`config.mk`:
```
export PLATFORM = sky130hd
export DESIGN_NAME = sram_access_arbiter
export DESIGN_NICKNAME = d
export VERILOG_FILES = /design/src/rtl/sram_access_arbiter.sv
export SDC_FILE = /design/constraint.sdc
export NUM_CORES = 1
export LEC_CHECK = 0
export CAP_MARGIN = 20
export CORE_UTILIZATION = 47
export CTS_CLUSTER_SIZE = 30
export DETAILED_ROUTE_END_ITERATION = 10
export PLACE_DENSITY = 0.88
export SLEW_MARGIN = 20
export SYNTH_ARGS = -nofsm -noshare
export SYNTH_HDL_FRONTEND = slang
export SYNTH_SLANG_ARGS = --single-unit
export TNS_END_PERCENT = 10
```
`constraint.sdc`:
```
create_clock -name clk -period 3.2 [get_ports clk]
set_clock_uncertainty 0.15 [all_clocks]
set_input_delay 0.64 -clock clk [delete_from_list [all_inputs] [get_ports clk]]
set_output_delay 0.64 -clock clk [all_outputs]
set_load 0.01 [all_outputs]
```
`src/rtl/sram_access_arbiter.sv`:
```
// Two-port (video read / CPU read-write) arbiter for one asynchronous SRAM with registered strobes.
// Optional SRAM_ARB_ROUNDROBIN_EN: alternate grants on ties instead of fixed video priority.
module sram_access_arbiter #(
   parameter int DATA_WIDTH  = 8,
   parameter int ADDR_WIDTH  = 10,
   parameter int WAIT_CYCLES = 2
) (
   input  logic                  clk,
   input  logic                  RESETn,
   input  logic                  vid_req,
   input  logic [ADDR_WIDTH-1:0] vid_addr,
   output logic                  vid_ack,
   output logic [DATA_WIDTH-1:0] vid_data,
   input  logic                  cpu_req,
   input  logic                  cpu_we,
   input  logic [ADDR_WIDTH-1:0] cpu_addr,
   input  logic [DATA_WIDTH-1:0] cpu_din,
   output logic                  cpu_ack,
   output logic [DATA_WIDTH-1:0] cpu_dout,
   output logic [ADDR_WIDTH-1:0] ADDR,
   output logic                  CE1n,
   output logic                  CE2,
   output logic                  OEn,
   output logic                  WEn,
   output logic [DATA_WIDTH-1:0] DATA_OUT,
   output logic                  DATA_OE,
   input  logic [DATA_WIDTH-1:0] DATA_IN
);

   typedef enum logic [1:0] {IDLE, SETUP, STROBE, HOLD} state_t;

   localparam logic [3:0] STROBE_LAST = 4'(WAIT_CYCLES - 1);

   state_t                state_q, state_d;
   logic [3:0]            cnt_q, cnt_d;
   logic                  gnt_cpu_q, gnt_cpu_d;
   logic                  we_q, we_d;
   logic [ADDR_WIDTH-1:0] addr_q, addr_d;
   logic [DATA_WIDTH-1:0] dout_q, dout_d;
   logic                  ce1n_q, ce1n_d;
   logic                  ce2_q, ce2_d;
   logic                  oen_q, oen_d;
   logic                  wen_q, wen_d;
   logic                  data_oe_q, data_oe_d;
   logic                  vid_ack_q, vid_ack_d;
   logic                  cpu_ack_q, cpu_ack_d;
   logic [DATA_WIDTH-1:0] vid_data_q, vid_data_d;
   logic [DATA_WIDTH-1:0] cpu_dout_q, cpu_dout_d;
   logic                  pick_cpu;

`ifdef SRAM_ARB_ROUNDROBIN_EN
   logic last_cpu_q, last_cpu_d;

   // On a tie the port not granted last wins; reset value favours video first.
   always_comb begin
      pick_cpu   = cpu_req & (~vid_req | ~last_cpu_q);
      last_cpu_d = last_cpu_q;
      if (state_q == IDLE && (vid_req || cpu_req)) last_cpu_d = pick_cpu;
   end

   always_ff @(posedge clk or negedge RESETn) begin
      if (!RESETn) last_cpu_q <= 1'b1;
      else         last_cpu_q <= last_cpu_d;
   end
`else
   always_comb pick_cpu = cpu_req & ~vid_req;
`endif

   always_comb begin
      state_d    = state_q;
      cnt_d      = cnt_q;
      gnt_cpu_d  = gnt_cpu_q;
      we_d       = we_q;
      addr_d     = addr_q;
      dout_d     = dout_q;
      ce1n_d     = ce1n_q;
      ce2_d      = ce2_q;
      oen_d      = oen_q;
      wen_d      = wen_q;
      data_oe_d  = data_oe_q;
      vid_ack_d  = 1'b0;
      cpu_ack_d  = 1'b0;
      vid_data_d = vid_data_q;
      cpu_dout_d = cpu_dout_q;
      case (state_q)
         IDLE: begin
            if (vid_req || cpu_req) begin
               state_d   = SETUP;
               gnt_cpu_d = pick_cpu;
               we_d      = pick_cpu & cpu_we;
               addr_d    = pick_cpu ? cpu_addr : vid_addr;
               if (pick_cpu && cpu_we) dout_d = cpu_din;
               ce1n_d    = 1'b0;
               ce2_d     = 1'b1;
               data_oe_d = pick_cpu & cpu_we;
            end
         end
         SETUP: begin
            state_d = STROBE;
            cnt_d   = STROBE_LAST;
            oen_d   = we_q;
            wen_d   = ~we_q;
         end
         STROBE: begin
            if (cnt_q == 4'd0) begin
               state_d   = HOLD;
               oen_d     = 1'b1;
               wen_d     = 1'b1;
               vid_ack_d = ~gnt_cpu_q;
               cpu_ack_d = gnt_cpu_q;
               // Read data is captured while OEn is still low on the chip.
               if (!we_q) begin
                  if (gnt_cpu_q) cpu_dout_d = DATA_IN;
                  else           vid_data_d = DATA_IN;
               end
            end else begin
               cnt_d = cnt_q - 4'd1;
            end
         end
         HOLD: begin
            state_d   = IDLE;
            ce1n_d    = 1'b1;
            ce2_d     = 1'b0;
            data_oe_d = 1'b0;
         end
         default: state_d = IDLE;
      endcase
   end

   always_ff @(posedge clk or negedge RESETn) begin
      if (!RESETn) begin
         state_q    <= IDLE;
         cnt_q      <= '0;
         gnt_cpu_q  <= 1'b0;
         we_q       <= 1'b0;
         addr_q     <= '0;
         dout_q     <= '0;
         ce1n_q     <= 1'b1;
         ce2_q      <= 1'b0;
         oen_q      <= 1'b1;
         wen_q      <= 1'b1;
         data_oe_q  <= 1'b0;
         vid_ack_q  <= 1'b0;
         cpu_ack_q  <= 1'b0;
         vid_data_q <= '0;
         cpu_dout_q <= '0;
      end else begin
         state_q    <= state_d;
         cnt_q      <= cnt_d;
         gnt_cpu_q  <= gnt_cpu_d;
         we_q       <= we_d;
         addr_q     <= addr_d;
         dout_q     <= dout_d;
         ce1n_q     <= ce1n_d;
         ce2_q      <= ce2_d;
         oen_q      <= oen_d;
         wen_q      <= wen_d;
         data_oe_q  <= data_oe_d;
         vid_ack_q  <= vid_ack_d;
         cpu_ack_q  <= cpu_ack_d;
         vid_data_q <= vid_data_d;
         cpu_dout_q <= cpu_dout_d;
      end
   end

   assign ADDR     = addr_q;
   assign DATA_OUT = dout_q;
   assign CE1n     = ce1n_q;
   assign CE2      = ce2_q;
   assign OEn      = oen_q;
   assign WEn      = wen_q;
   assign DATA_OE  = data_oe_q;
   assign vid_ack  = vid_ack_q;
   assign cpu_ack  = cpu_ack_q;
   assign vid_data = vid_data_q;
   assign cpu_dout = cpu_dout_q;

endmodule

```
==> metrics.txt <==
gr ovfl total 0; drt total wl 4.368 mm; WP data arrival 2.27 ns; DIE HEIGHT 69.83 um; CTS Buffer Depth 2; r2r setup slk 0.99 ns; Data required, critical path 3.24 ns; WL per Instance about 15 um; register area share after synthesis 56.89%; Vias per Instance between 5 and 6; number of synthesized flops with an enable pin 0; post-synthesis cell type count 36; first-pass GRT wire length 7.327 mm; most common cell in the netlist dfrtp_1; Slew headroom a little under three fifths; Post-Syn Area 2162 um^2; async set-reset flop share out of synthesis 100.0%; core box area 4384 um^2; CP peak stage delay 0.82 ns; n_diodes 0; top-area cell type share of the netlist area around 53%; Critical Path, Cell by Cell clkdlybuf4s50_1 -> inv_1 -> nand4_2 -> mux2_2; Reg2Reg Depth 4; layout cell share with drive strength beyond 1 16.80%; Synth warnings 0; final period utilization 69.57%; GRT Total Usage 19.34%; net count after synthesis 209; clk_lat worst skew 0.30 ns; Pleak 0.001376 uW; cts hold-fix bufs 0; synthesis-to-finish area growth 44.10%; Synth top cells by count dfrtp_1, mux2_2, a22o_1; # resized after CTS 0; reg2reg start state_q[0]; post-route ant nets 0; Critical Path Source Type input port; Final setup viols 0; Total Power just under 3000 uW; Synth Area per Inst 13.43 um^2; fmax about 0.45 GHz; Worst R2R End DATA_OUT[0]; vias in the first global route 1595; Syn Inst Count 161; largest net degree at the start of global routing 50; full die area roughly 4900 um^2; CP delay by family, top buffers and inverters; Starting Density 49.32%; port bufs approximately 80; Clock transition at path regs roughly 0.090 ns; Worst Path Buf+Inv 2; H-tree levels 2; VDD IR max 470.8 uV; Critical-path top delay cell clkdlybuf4s50_1; RSZ-0062 raised after global routing no; DRT Pass-1 Iters 4; final net count 291; max cap viols 0; Die W 69.83 um; TritonCTS buffer count 5; met2 wire length 2.174 mm; Final Hold Fails 0; M1 WL 1.811 mm; Tmin final 2.226 ns; # DRC 0; hpwl dp 3.162 mm; leading area contributor after synthesis dfrtp_1; synthesis-stage register bit count 49; Max Slew Vio Count 0; post-CTS setup buffer count 0; CTS tree built; Setup CP Type in2reg; crit end category flip-flop; setup TNS 0 ns; via count between 1500 and 2000; CTS root buffer clkbuf_8; hold crit path type in2async; gpl congestion 0.7548; Core Util, Final roughly 71%; largest cells by area after synthesis dfrtp_1, mux2_2, a22o_1; uppermost layer routed met4; WL met3 approximately 330 um; CP Max Fanout 16; Slew @ Worst Pin 0.6584 ns; I/O pins 82; status complete, no violations; Pwr Density 926.3 nW/um^2; first-iteration detailed-routing DRC count between 70 and 80; Synth Flop Type dfrtp_1; FP Rows 24; clock sink count 49; initial antenna violation count 0
[registers in the layout, summed over array words and instances (netlist names)]
| signal | cells |
|---|---|
| gnt_cpu_q | 1 |
| OEn | 1 |
| we_q | 1 |
| state_q | 2 |
| WEn | 1 |
| DATA_OUT | 8 |
| DATA_OE | 1 |
| CE1n | 1 |
| cpu_dout | 8 |
| vid_data | 8 |
| vid_ack | 1 |
| cnt_q | 4 |
| CE2 | 1 |
| cpu_ack | 1 |
| ADDR | 10 |
[kinds of logic after synthesis]
kind of cell | Yosys count | share of synthesized area, %
mux | 29 | 15.05
buf+inv | 14 | 3.009
fa+ha+maj | 7 | 4.051
simple gates | 29 | 8.681
compound gates | 33 | 12.33
flops | 49 | 56.89
[per-layer routing]
layer / global-route usage [%] / vias up
met2: 32.91 / 60
met3: 7.122 / 6
met5: 0 / -
li1: - / 748
met4: 5.333 / 0
met1: 22.97 / 778
[cell type report]
class,instances,area (um^2)
Clock buffer,6,72.57
Clock inverter,2,38.79
Fill cell,329,1269
Inverter,7,26.28
Multi-Input combinational cell,98,867.1
Sequential cell,49,1230
Tap cell,52,65.06
Timing Repair Buffer,82,815.8
[power breakdown]
group	leakage [uW]	switching [uW]	internal, uW
combinational	0.000729	530	809
sequential	0.000592	184	922
clock	0.0000554	207	235
total	0.00138	920	1970
[per-stage QoR]
stage	setup slack [ns]	area, um^2	instances	hold slack [ns]
floorplan	1.408	2162	161	0.1944
global placement	0.7116	3002	288	0.3343
detailed placement	0.6679	3002	288	0.3420
CTS	0.9789	3113	296	0.3575
global route	0.8709	3115	296	0.2333
finish	0.9739	3115	296	0.1824
[cells in the final DEF (no fill, tap or decap), drive strengths merged]
cell type | Yosys | final
clkdlybuf4s50 | 0 | 80
dfrtp | 46 | 46
mux2 | 25 | 25
a22o | 20 | 20
nand2 | 9 | 9
inv | 7 | 7
ha | 7 | 7
clkbuf | 1 | 6
nor2 | 5 | 5
mux2i | 4 | 4
a21oi | 4 | 4
dfstp | 3 | 3
nor2b | 2 | 2
o21ai | 2 | 2
and2b | 2 | 2
nor3b | 2 | 2
buf | 6 | 2
and4bb | 1 | 1
and2 | 1 | 1
nand4 | 1 | 1
o2bb2ai | 1 | 1
nand2b | 1 | 1
o31a | 1 | 1
o22ai | 1 | 1
a32o | 1 | 1
nand3b | 1 | 1
or3b | 1 | 1
o32a | 1 | 1
nand3 | 1 | 1
o31ai | 1 | 1
or3 | 1 | 1
nor4b | 1 | 1
a311o | 1 | 1
bufinv | 0 | 1
clkinv | 0 | 1
[worst max path at each step]
| stage | cells after the start | to | startpoint | slack, ns |
|---|---|---|---|---|
| after floorplan | 5 | state_q[1] | cnt_q[0] | 1.41 |
| after global placement | 4 | ADDR[1] | vid_req | 0.71 |
| after detailed placement | 4 | ADDR[5] | vid_req | 0.67 |
| after CTS | 4 | DATA_OUT[0] | state_q[0] | 0.98 |
| after global routing | 4 | DATA_OUT[5] | state_q[0] | 0.87 |
| final | 4 | DATA_OUT[0] | vid_req | 0.97 |
No activity file was read; power rests on OpenSTA's default activity.
